**config.mk**
```make
export PLATFORM = sky130hd
export DESIGN_NAME = timer_period_seq
export DESIGN_NICKNAME = d
export VERILOG_FILES = /design/src/rtl/timer_pkg.sv /design/src/rtl/timer_period_fifo.sv /design/src/rtl/timer_period_seq.sv
export SDC_FILE = /design/constraint.sdc
export NUM_CORES = 1
export LEC_CHECK = 0
export CAP_MARGIN = 20
export CORE_MARGIN = 3
export CORE_UTILIZATION = 23
export DETAILED_ROUTE_END_ITERATION = 7
export PLACE_DENSITY_LB_ADDON = 0.08
export SYNTH_ARGS = -nofsm -noshare
export SYNTH_HDL_FRONTEND = slang
export SYNTH_SLANG_ARGS = --single-unit
export TNS_END_PERCENT = 5
```
**constraint.sdc**
```tcl
create_clock -name clk -period 6.98 [get_ports clk]
set_clock_uncertainty 0.1 [all_clocks]
set_input_delay 1.745 -clock clk [delete_from_list [all_inputs] [get_ports clk]]
set_output_delay 1.745 -clock clk [all_outputs]
set_load 0.005 [all_outputs]
```
**src/rtl/timer_pkg.sv**
```systemverilog
// Shared types for the countdown timer and its period sequencer.
package timer_pkg;
  localparam int TIMER_WIDTH = 5;

  typedef enum logic [1:0] {
    IDLE  = 2'd0,
    LOAD  = 2'd1,
    RUN   = 2'd2,
    CLEAR = 2'd3
  } seq_state_t;
endpackage

```
**src/rtl/timer_period_fifo.sv**
```systemverilog
// Circular WIDTH x DEPTH period queue; DEPTH must be a power of two so the
// pointers wrap naturally. Flush empties the queue on the clock edge.
module timer_period_fifo
  import timer_pkg::*;
#(
  parameter int WIDTH = TIMER_WIDTH,
  parameter int DEPTH = 4
) (
  input  logic                         clk,
  input  logic                         reset,
  input  logic                         push,
  input  logic                         pop,
  input  logic                         flush,
  input  logic [WIDTH-1:0]             din,
  output logic                         full,
  output logic                         empty,
  output logic [$clog2(DEPTH+1)-1:0]   level,
  output logic [WIDTH-1:0]             head
);
  localparam int AW = $clog2(DEPTH);
  localparam int LW = $clog2(DEPTH+1);

  logic [WIDTH-1:0] mem [DEPTH];
  logic [AW-1:0]    wr_ptr, rd_ptr;
  logic             do_push, do_pop;

  assign full    = (level == LW'(DEPTH));
  assign empty   = (level == '0);
  assign do_push = push && !full;
  assign do_pop  = pop && !empty;
  assign head    = mem[rd_ptr];

  always_ff @(posedge clk or posedge reset) begin
    if (reset) begin
      wr_ptr <= '0;
      rd_ptr <= '0;
      level  <= '0;
    end else if (flush) begin
      wr_ptr <= '0;
      rd_ptr <= '0;
      level  <= '0;
    end else begin
      if (do_push) wr_ptr <= wr_ptr + 1'b1;
      if (do_pop)  rd_ptr <= rd_ptr + 1'b1;
      case ({do_push, do_pop})
        2'b10:   level <= level + 1'b1;
        2'b01:   level <= level - 1'b1;
        default: ;
      endcase
    end
  end

  always_ff @(posedge clk) begin
    if (do_push) mem[wr_ptr] <= din;
  end
endmodule

```
**src/rtl/timer_period_seq.sv**
```systemverilog
// Period sequencer feeding the countdown timer's value/valid/enable inputs.
// Optional TIMER_PERIOD_SEQ_REPEAT_EN: repeat the last period once the queue drains.
module timer_period_seq
  import timer_pkg::*;
#(
  parameter int WIDTH = TIMER_WIDTH,
  parameter int DEPTH = 4
) (
  input  logic                         clk,
  input  logic                         reset,
  input  logic [WIDTH-1:0]             in_period,
  input  logic                         in_valid,
  output logic                         in_ready,
  input  logic                         run,
  input  logic                         abort,
  input  logic [WIDTH-1:0]             timer_count,
  output logic [WIDTH-1:0]             value,
  output logic                         valid,
  output logic                         enable,
  output logic                         period_done,
  output logic                         busy,
  output logic [$clog2(DEPTH+1)-1:0]   level
);
  seq_state_t       state_q, state_d;
  logic             full, empty, push, pop, done_d;
  logic             load_fifo;
  logic [WIDTH-1:0] head, last_period;

  assign in_ready = !full && !abort;
  assign push     = in_valid && in_ready;
  // Only pop when this LOAD was sourced from the queue, not a repeat.
  assign pop      = (state_q == LOAD) && load_fifo && !abort;
  assign enable   = (state_q == RUN) && run;

  timer_period_fifo #(.WIDTH(WIDTH), .DEPTH(DEPTH)) u_fifo (
    .clk   (clk),
    .reset (reset),
    .push  (push),
    .pop   (pop),
    .flush (abort),
    .din   (in_period),
    .full  (full),
    .empty (empty),
    .level (level),
    .head  (head)
  );

  always_ff @(posedge clk or posedge reset) begin
    if (reset) state_q <= IDLE;
    else       state_q <= state_d;
  end

  always_comb begin
    state_d = state_q;
    done_d  = 1'b0;
    if (abort) begin
      state_d = CLEAR;
    end else begin
      case (state_q)
        IDLE:  if (run && !empty) state_d = LOAD;
        LOAD:  state_d = RUN;
        RUN: begin
          if (timer_count == '0) begin
            done_d = 1'b1;
            if (run && !empty) state_d = LOAD;
`ifdef TIMER_PERIOD_SEQ_REPEAT_EN
            else if (run)      state_d = LOAD;
`endif
            else               state_d = IDLE;
          end
        end
        CLEAR: state_d = IDLE;
        default: state_d = IDLE;
      endcase
    end
  end

  // Outputs are registered from the next state so they line up with it.
  always_ff @(posedge clk or posedge reset) begin
    if (reset) begin
      valid       <= 1'b0;
      value       <= '0;
      period_done <= 1'b0;
      busy        <= 1'b0;
      load_fifo   <= 1'b0;
      last_period <= '0;
    end else begin
      valid       <= (state_d == LOAD) || (state_d == CLEAR);
      period_done <= done_d;
      busy        <= (state_d != IDLE);
      if (state_d == CLEAR) begin
        value <= '0;
      end else if (state_d == LOAD) begin
        value     <= empty ? last_period : head;
        load_fifo <= !empty;
      end
      if (pop) last_period <= head;
    end
  end
endmodule

```
# Word-level counts from Yosys, hierarchy flattened
# Memories as Yosys holds them, arrays and structs flattened.
# Cells that the tools add are included.
# totals
memories	1
ff_bits	23
out_inout_bits	13
mem_bits_rw	20
wordCells	64
inputBits	15
# memory_table
memory	depth	word_bits	rd	rd_clocked_by_memory_dff	wr	line_no	rtl
u_fifo.mem	4	5	1	0	1	timer_period_fifo.sv:23	logic [WIDTH-1:0] mem [DEPTH];
# classes
n_mux	19
n_eq_ne	8
bitwise	1
reduce_logical	21
addsub	4
# ops
operator	n
$mux W5	3
$mux W2	7
$eq A2 B2 Y1 const B	4
$logic_and A1 B1 Y1	8
$pmux W2 S4	1
$reduce_bool A2 Y1	4
$eq A2 B1 Y1 const B	3
$mux W1	6
$pmux W3 S2	1
$logic_not A5 Y1	1
$add A2 B1 Y2 const B	2
$add A3 B1 Y3 const B	1
$eq A3 B3 Y1 const B	1
$logic_not A1 Y1	3
$logic_not A3 Y1	1
$mux W3	1
$reduce_bool A3 Y1	1
$sub A3 B1 Y3 const B	1
$logic_not A2 Y1	1
$reduce_and A2 Y1	1
$logic_or A1 B1 Y1	1
$not A1 Y1	1

# Longest topological paths before layout
# depth
word_depth	10
ltp_mapped	9
mapped_depth_nobuf	8

# Cells and area by module
# A second synthesis with hierarchy kept.
# unflattened
cells_unflattened	140
hier_area_um2	1831.8
# modules_own_cells
mod	cells_each	n_inst	seq_area_each_um2	area_per_inst_um2
timer_period_fifo	94	1	775.7	1338.8
timer_period_seq	46	1	250.2	493.0

# Least setup slack after synthesis
# OpenSTA, ideal clock, no wires.
# synth_timing
path_kind	input -> output
start	in abort
end	out in_ready
arrival_ns	2.074
cell_stages	2
setup_slack_ns	3.061
n_path_buf	1
required_ns	5.135
path_cell_list	clkbuf_1 -> a21oi_1
# synth_via
elab_chain_len	2
# synth_rtl
item	line_no	rtl
start: declaration	timer_period_seq.sv:15	input logic abort,
$logic_not A1 Y1	timer_period_seq.sv:29	assign in_ready = !full && !abort;
$logic_and A1 B1 Y1	timer_period_seq.sv:29	
end: declaration	timer_period_seq.sv:13	output logic in_ready,
# Every way passes these cells.

# Worst setup path after layout
# Ends and elaborated chain as after synthesis.

==> metrics.txt <==
WS Path Type input port to output pin; worst vdd ir 0.0000750 V; Slew headroom roughly two fifths; Max H-tree Level 2; FP Rows 33; port bufs 27; Mapped Avg Cell Area 14.7 sq um; Min-Delay Path Class flop to flop; First-pass DRT Iterations 4; RSZ-0062 raised after global routing no; Iter 0 DRT Violations 21; Post-Syn Area 1970 sq um; Final #Nets 182; I/O Pins 28; CP startpoint kind input port; clock transition at the registers of the reported paths 90 ps; vias in the first global route 1171; Clock Sinks 43; TNS Setup 0 ps; Setup WS post-layout 1880 ps; TritonCTS clock tree built; Final Critical Period slightly above 5000 ps; outcome completed; antenna violations before repair 0; DIE AREA 9720 sq um; fillcell total 852; most frequent cells in the layout 27 x clkdlybuf4s50_1, 23 x dfrtp_1, 20 x edfxtp_1; Routed WL 3710 microns; Worst EP required 5140 ps; Synth Register Bits 43; Core Box Area a little over 8000 sq um; critical path peak fanout 14; via count 1130; GRT Util Overall 8.30%; clk_lat worst skew 290 ps; Critical Path Sink in_ready; ant diodes 0; Yosys cell types 41; initial core utilization 23.9%; Pwr Total ~0.55 mW; crit share post-route 73.1%; vias per cell about 4.2; maximum root-to-sink buffer count 2; number of max-cap violations 0; reg2reg end u_fifo.level[2]$_DFFE_PP0P_; drc violations 0; first-pass GRT wire length ~6200 microns; Routed Antenna Nets 0; Post-CTS Setup Bufs 0; sequential fraction of the synthesis area 59.7%; worst slack, placed roughly 1900 ps; worst-case reg-to-reg path depth 7; most common library cell in the layout ignoring fill and taps clkdlybuf4s50_1; hold buffer count at CTS 0; hpwl dp 2670 microns; pin count of the biggest net entering global routing 24; kind of end point of the critical path output pin; total gr overflow 0; yosys warns 0; GP Congestion 0.643; CP Launch Point abort; setup violators final 0; Worst Path Arrival 3260 ps; Slew @ Worst Pin 876 ps; pins over their slew limit 0; die height 98.6 microns; Leakage slightly above 0.9 nW; final hold vios 0; area delta synth->final 23.2%; Highest Clock Rate 196 MHz; reg-to-reg critical path startpoint u_fifo.level[0]$_DFFE_PP0P_; root buffer cell clkbuf_8; CTS resizes 0; reg-to-reg setup timing slack 4380 ps; Num CTS Buffers 5; Syn Nets 154; Cells after Synth approximately 130; pwr/cell area between 200 and 250 nW/um^2; Wirelength per Cell ~14 microns; fraction of layout cells with a size suffix above 1 a little under a fifth; Die Width about 99 microns
==> cells by family after synthesis <==
family / Yosys count / share of synthesized area (%)
simple gates: 28 / 9.52
buf+inv: 16 / 3.94
flops: 43 / 59.7
compound gates: 21 / 8.83
xor+xnor: 2 / 1.27
fa+ha+maj: 5 / 3.56
mux: 19 / 13.2
==> final cells by class <==
type	instances	area, sq um	area share, %
repair buffers	27	270	11.1
clock buffers	5	68.8	2.84
flip-flops and latches	43	1180	48.5
inverters	10	37.5	1.55
clock inverters	3	26.3	1.08
well taps	105	131	5.41
multi-input cells	75	717	29.5
==> worst min path at each step <==
stage	from	to	slack (ps)	cells past startpoint
after floorplan	load_fifo$_DFFE_PP0P_	load_fifo$_DFFE_PP0P_	330	1
after global placement	load_fifo$_DFFE_PP0P_	load_fifo$_DFFE_PP0P_	350	1
after detailed placement	load_fifo$_DFFE_PP0P_	load_fifo$_DFFE_PP0P_	370	1
after CTS	load_fifo$_DFFE_PP0P_	load_fifo$_DFFE_PP0P_	400	1
after global routing	load_fifo$_DFFE_PP0P_	load_fifo$_DFFE_PP0P_	400	1
final	load_fifo$_DFFE_PP0P_	load_fifo$_DFFE_PP0P_	380	1
==> report_power, final <==
part,total (mW),internal (mW),switching (mW)
logic,0.0800,0.0432,0.0368
clock network,0.164,0.0736,0.0908
registers,0.302,0.289,0.0135
==> state kept, by name (all words and copies together) (netlist names) <==
signal	flops
u_fifo.wr_ptr	2
last_period	5
load_fifo	1
busy	1
valid	1
state_q	2
period_done	1
value	5
u_fifo.level	3
u_fifo.rd_ptr	2
u_fifo.mem	20
==> metrics by stage <==
step	cell area (sq um)	util [%]	instances	hold slack [ps]
3_5_place_dp	2330	28.2	260	374
2_1_floorplan	1970	-	134	326
3_3_place_gp	2330	28.2	260	349
5_1_grt	2430	29.4	268	401
4_1_cts	2430	29.4	268	396
6_report	2430	29.4	268	379
==> cells in the mapped netlist, drive strengths merged <==
cell | n | area, sq um
dfrtp | 23 | 576
edfxtp | 20 | 601
inv | 10 | 37.5
mux2i | 8 | 80.1
nor2 | 8 | 32.5
mux2 | 6 | 67.6
and2 | 5 | 33.8
buf | 5 | 36.3
mux4 | 5 | 113
o21ai | 5 | 36.3
o2bb2ai | 5 | 43.8
a21oi | 4 | 23.8
ha | 4 | 50.1
nand2 | 4 | 15.0
nand2b | 2 | 12.5
nand3 | 2 | 10.0
a211oi | 1 | 20.0
a21boi | 1 | 11.3
a31oi | 1 | 6.26
and4bb | 1 | 12.5
clkbuf | 1 | 3.75
fa | 1 | 20.0
nand3b | 1 | 20.0
nor3b | 1 | 18.8
nor4 | 1 | 6.26
nor4b | 1 | 8.76
o21bai | 1 | 7.51
o221ai | 1 | 8.76
o31ai | 1 | 7.51
o32ai | 1 | 8.76
or3 | 1 | 6.26
or4 | 1 | 11.3
xnor2 | 1 | 16.3
xor2 | 1 | 8.76
==> worst max-delay path, stage by stage <==
cell and delay [ps]:
clkdlybuf4s50_1 720, a21oi_1 260, clkdlybuf4s50_1 530
==> routing by layer <==
layer  global-route usage, %  up-vias  wire, microns
met4                    2.21        0             34
met5                       0        -              0
met3                    2.83        5            189
li1                        -      543              -
met1                    10.4      557           1640
met2                    13.7       25           1840
No activity file was read; power rests on OpenSTA's default activity.
==> variant 1, RTL diff (same flow settings) <==
The package constant `TIMER_WIDTH` goes from 5 to 10.
--- a/src/rtl/timer_pkg.sv
+++ b/src/rtl/timer_pkg.sv
@@ -1,5 +1,5 @@
 // Shared types for the countdown timer and its period sequencer.
 package timer_pkg;
-  localparam int TIMER_WIDTH = 5;
+  localparam int TIMER_WIDTH = 10;
 
   typedef enum logic [1:0] {
Ports: changed (resized in_period, timer_count and value); port bits go from 28 to 43. The function was not compared with the original's and may differ.
==> variant 1 against the unedited design <==
- combinational power grew 37%
- sequential cell count increased by 19
- worst setup slack improved by 0.26 ns
- core utilization increased by 2.0 points
- global-route usage up 1.9 points
- design area up 42%
- via count grew 46%
- synthesized area is 33% higher
- hold slack better by 0.055 ns
- total power rose by 70%
- wire length grew 64%
- highest routed layer unchanged
==> variant 1: results (changes against the unedited design) <==
hpwl dp 4.003 mm (+50%); GPL Wtd Cong 0.6624 (+3.0%); Port Buffers 42 (+56%); leakage 1.226 nW (+32%); Post-synth EDFFs 40 (+100%); post-synthesis sequential area ratio 66.63% (+7.0 points); Post-CTS Setup Bufs 0 (unchanged); fillers 1099 (+29%); final setup vio count 0 (unchanged); Worst path max stage delay 0.51 ns (-0.21 ns); post-route setup TNS 0 ns (unchanged); met2 usage in global routing 14.02% (+0.29 points); Synth Flop Type edfxtp_1; biggest regs u_fifo.mem: 40 flops, value: 10 flops, u_fifo.level: 3 flops; largest net degree at the start of global routing 24 (unchanged); die area 12750 um^2 (+31%); ys async rst share 35.48% (-18 points); WP data arrival 2.99 ns (-0.27 ns); GR Util met3 2.781% (-0.050 points); layout cell share with drive strength beyond 1 12.61% (-5.8 points); first-pass GRT wire length 9.694 mm (+55%); HP Class reg2reg; status completed; Psw 224.2 uW (+59%); initial antenna violation count 0 (unchanged); GRT Overall Usage 10.21% (+1.9 points); CTS max path bufs 2 (unchanged); commonest cells in the netlist 40 x edfxtp_1, 22 x dfrtp_1, 15 x a21oi_1, 12 x nand3_1, 12 x o21ai_0; clk slew on worst S/H paths 0.05 ns (-0.04 ns); vias in the first global route 1695 (+45%); synth top area cells edfxtp_1 46%, dfrtp_1 21%, mux4_2 8.6%, a21oi_1 2.9%, nand3_1 2.3%; CTS Buf Count 9 (+4); Max VDD drop 0.09042 mV (+20%); drt initial violations 79 (+280%); critical path's slowest cell clkdlybuf4s50_1; Post-Syn Nets 210 (+36%); Antenna Cells 0 (unchanged); max capacitance violation total 0 (unchanged); wire per inst 16.43 um (+19%); number of synthesis warnings 0 (unchanged); Synth cell types 38 (-7.3%); M1 GR Usage 14.72% (+4.3 points); H-tree Lvls 3 (+1); drt via density 4.454 (+5.6%); CP Max Fanout 23 (+9); drt first pass iters 4 (unchanged); slew at the pin closest to its max-slew limit 0.9034 ns (+0.02754 ns); CP top delay family buffers and inverters; Post-CTS Resized 0 (unchanged); clk_lat worst skew 0.32 ns (+0.03 ns); Nets 255 (+40%); Root Buffer clkbuf_16
-- variant 1: changes by cell type in the layout (fill, tap and decap cells not counted), sizes merged, moves of 7 or more --
cell,before,now
nand3,2,12
a21oi,4,15
edfxtp,20,40
o21ai,5,12
clkdlybuf4s50,27,42
-- variant 1: cell type report --
class	instances	area share, %
Tap cell	140	5.087
Inverter	8	0.8721
Timing Repair Buffer	43	12.43
Multi-Input combinational cell	101	23.18
Clock buffer	11	6.759
Sequential cell	62	50.87
Clock inverter	5	0.7994
-- variant 1: cell families (layout without fill, tap and decap cells) --
| family | Yosys count | in the layout | share of synthesized area [%] |
|---|---|---|---|
| xor gates and xnor gates | 2 | 2 | 0.6665 |
| adders and majority gates | 5 | 5 | 2.666 |
| DFF | 62 | 62 | 66.63 |
| AOI/OAI and AO/OA | 35 | 35 | 7.473 |
| muxes | 13 | 13 | 9.757 |
| and+or+nand+nor | 46 | 46 | 9.805 |
| buffers and inverters | 17 | 67 | 2.998 |
-- variant 1: worst paths after layout --
| kind | startpoint | end | slack (ns) | depth (start not counted) |
|---|---|---|---|---|
| max | abort | in_ready | 2.14 | 4 |
| min | load_fifo | load_fifo | 0.43 | 2 |
| max reg2reg | u_fifo.level[0] | u_fifo.level[2] | 4.52 | 7 |
| min reg2reg | load_fifo | load_fifo | 0.43 | 2 |
| max in group asynchronous | reset | u_fifo.rd_ptr[1] | 4.40 | 2 |
| min in group asynchronous | reset | value[1] | 1.82 | 2 |
-- variant 1: through the flow --
step / std cells / cell area (um^2) / setup WS [ns]
4_1_cts: 370 / 3443 / 2.116
3_5_place_dp: 354 / 3183 / 2.117
3_3_place_gp: 354 / 3183 / 2.120
5_1_grt: 370 / 3443 / 2.028
6_report: 370 / 3443 / 2.143
2_1_floorplan: 180 / 2629 / 2.776
-- variant 1: per-layer routing --
metal	wire length [um]	vias to the layer above	share of wire [%]
li1	-	776	-
met5	0	-	0
met1	3101	817	51
met4	85	0	1.4
met2	2584	49	43
met3	306	6	5.0
-- variant 1: power groups by stage --
stage	clock [mW]	sequential, mW	combinational (mW)
floorplan	0	0.432	0.0649
global placement	0	0.439	0.112
detailed placement	0	0.439	0.112
CTS	0.401	0.432	0.112
global route	0.418	0.435	0.124
finish	0.388	0.432	0.110
-- variant 1: worst reg2reg max path: cells and delay by family (launching register included) --
kind / cells / cell delay (ns)
and+or+nand+nor: 3 / 0.68
adders and majority gates: 1 / 0.42
DFF: 1 / 0.47
AOI/OAI and AO/OA: 3 / 0.64
==> variant 2, RTL diff (same flow settings) <==
Made on the original files. The 4 states of `seq_state_t` get a Gray code encoding in 2 bits.
--- a/src/rtl/timer_pkg.sv
+++ b/src/rtl/timer_pkg.sv
@@ -4,8 +4,8 @@
 
   typedef enum logic [1:0] {
-    IDLE  = 2'd0,
-    LOAD  = 2'd1,
-    RUN   = 2'd2,
-    CLEAR = 2'd3
+    IDLE  = 2'b00,
+    LOAD  = 2'b01,
+    RUN   = 2'b11,
+    CLEAR = 2'b10
   } seq_state_t;
 endpackage
Formal check against the unedited RTL: no difference found for any inputs over 10 cycles, from zero or initial values and one cycle with reset high; not proved beyond that.
==> variant 2 against the unedited design <==
- first-iteration DRC count up 38%
- wire length about the same
- non-clock buffer count grew 1
- design area rose by 1.3%
- sequential cell count unchanged
- total power is 5.2% higher
- worst setup slack gained 0.033 ns
- synthesized area fell by 0.76%
- global-route usage fell by 0.42 points
- critical endpoint unchanged
- largest cell class unchanged
- largest power group unchanged
==> variant 2: results (changes against the unedited design) <==
worst rel slew slack 56.85% (+15 points); first-pass GRT wire length 5.968 mm (-4.3%); synth top area cells edfxtp_1 31%, dfrtp_1 29%, mux4_2 5.8%, ha_1 4.5%, mux2_2 3.5%; DRT Wirelength 3.711 mm (about the same); drt initial violations 29 (+38%); Pint 435.9 uW (+7.5%); Post-Syn Nets 164 (+6.5%); GPL Wtd Cong 0.6556 (+1.9%); critical path's slowest cell clkdlybuf4s50_1; Synth cell types 37 (-9.8%); Nets 193 (+6.0%); dpl ws 1.888 ns (+0.009140 ns); WP data arrival 3.22 ns (-0.04 ns); vias in the first global route 1149 (-1.9%); DR vias 1157 (+2.4%); layout cell share with drive strength beyond 1 13.45% (-5.0 points); Mean Syn Cell Area 13.87 um^2 (-5.7%); Port Buffers 27 (unchanged); CTS Buf Count 5 (unchanged); GRT Overall Usage 7.885% (-0.42 points); CP Max Fanout 17 (+3); CTS max path bufs 2 (unchanged); Worst path max stage delay 0.71 ns; number of synthesis warnings 0 (unchanged); Placed Instances 267 (+2.7%); Root Buffer clkbuf_8; status completed; post-synthesis sequential area ratio 60.14% (+0.46 points); Antenna Cells 0 (unchanged); clk_lat worst skew 0.30 ns; commonest cells in the netlist 23 x dfrtp_1, 20 x edfxtp_1, 12 x inv_1, 8 x nor2_1, 7 x ha_1; Post-CTS Setup Bufs 0 (unchanged); leakage 0.9408 nW (+1.6%); biggest regs u_fifo.mem: 20 flops, last_period: 5 flops, value: 5 flops; CP top delay family buffers and inverters; Max VDD drop 0.07805 mV (+4.0%); hpwl dp 2.685 mm (+0.45%); wire per inst 13.45 um (-2.8%); fillers 834 (-2.1%); Placed Area 2316 um^2 (-0.70%)
[variant 2: cell types whose count changed in the layout (fill, tap and decap cells not counted), moves of 2 or more]
| cell | before | now |
|---|---|---|
| a21o_1 | 0 | 2 |
| o21ai_1 | 3 | 0 |
| mux2i_1 | 8 | 5 |
| nand2b_1 | 2 | 4 |
| xnor2_1 | 0 | 4 |
| nor2b_1 | 0 | 2 |
| ha_1 | 4 | 7 |
| o2bb2ai_1 | 5 | 0 |
| nor3_1 | 0 | 4 |
| inv_1 | 10 | 12 |
| o22ai_1 | 0 | 5 |
[variant 2: layout make-up]
type	count	area [um^2]	area share, %
clock buffer	5	68.82	2.798
clock inverter	3	47.55	1.933
inverter	12	45.04	1.831
multi-input combinational	80	693.2	28.18
sequential	43	1176	47.81
tap	105	131.4	5.341
timing repair buffer	28	297.8	12.11
[variant 2: cell families after synthesis]
logic type	share of synthesized area, %
DFF	60.14
and+or+nand+nor	9.981
AOI/OAI and AO/OA	6.398
buffers and inverters	4.414
muxes	11.77
adders and majority gates	5.502
xor gates and xnor gates	1.791
[variant 2: metrics by stage]
step / util [%] / power, mW
CTS: 29.60 / 0.5835
finish: 29.94 / 0.5751
floorplan: - / 0.3489
detailed placement: 28.19 / 0.3822
global route: 29.94 / 0.6079
global placement: 28.19 / 0.3798
[variant 2: routing by layer]
layer / track usage [%] / vias up / share of wire [%]
li1: - / 567 / -
met1: 9.879 / 567 / 43
met2: 13.04 / 19 / 52
met3: 2.214 / 4 / 3.9
met4: 2.836 / 0 / 1.3
met5: 0 / - / 0
[variant 2: final timing paths]
kind | to | cells after the start | startpoint | slack, ns
setup / recovery | in_ready | 3 | abort | 1.91
hold / removal | last_period[4] | 1 | last_period[4] | 0.41
setup reg to reg | u_fifo.level[2] | 7 | u_fifo.level[0] | 4.28
hold reg to reg | last_period[4] | 1 | last_period[4] | 0.41
max in group asynchronous | state_q[1] | 3 | reset | 4.86
min in group asynchronous | period_done | 2 | reset | 1.56
[variant 2: power groups by stage]
stage / sequential [mW] / clock, mW / combinational, mW
6_report: 0.299 / 0.199 / 0.0773
5_1_grt: 0.301 / 0.220 / 0.0873
2_1_floorplan: 0.302 / 0 / 0.0470
3_3_place_gp: 0.303 / 0 / 0.0766
4_1_cts: 0.299 / 0.207 / 0.0776
3_5_place_dp: 0.305 / 0 / 0.0774
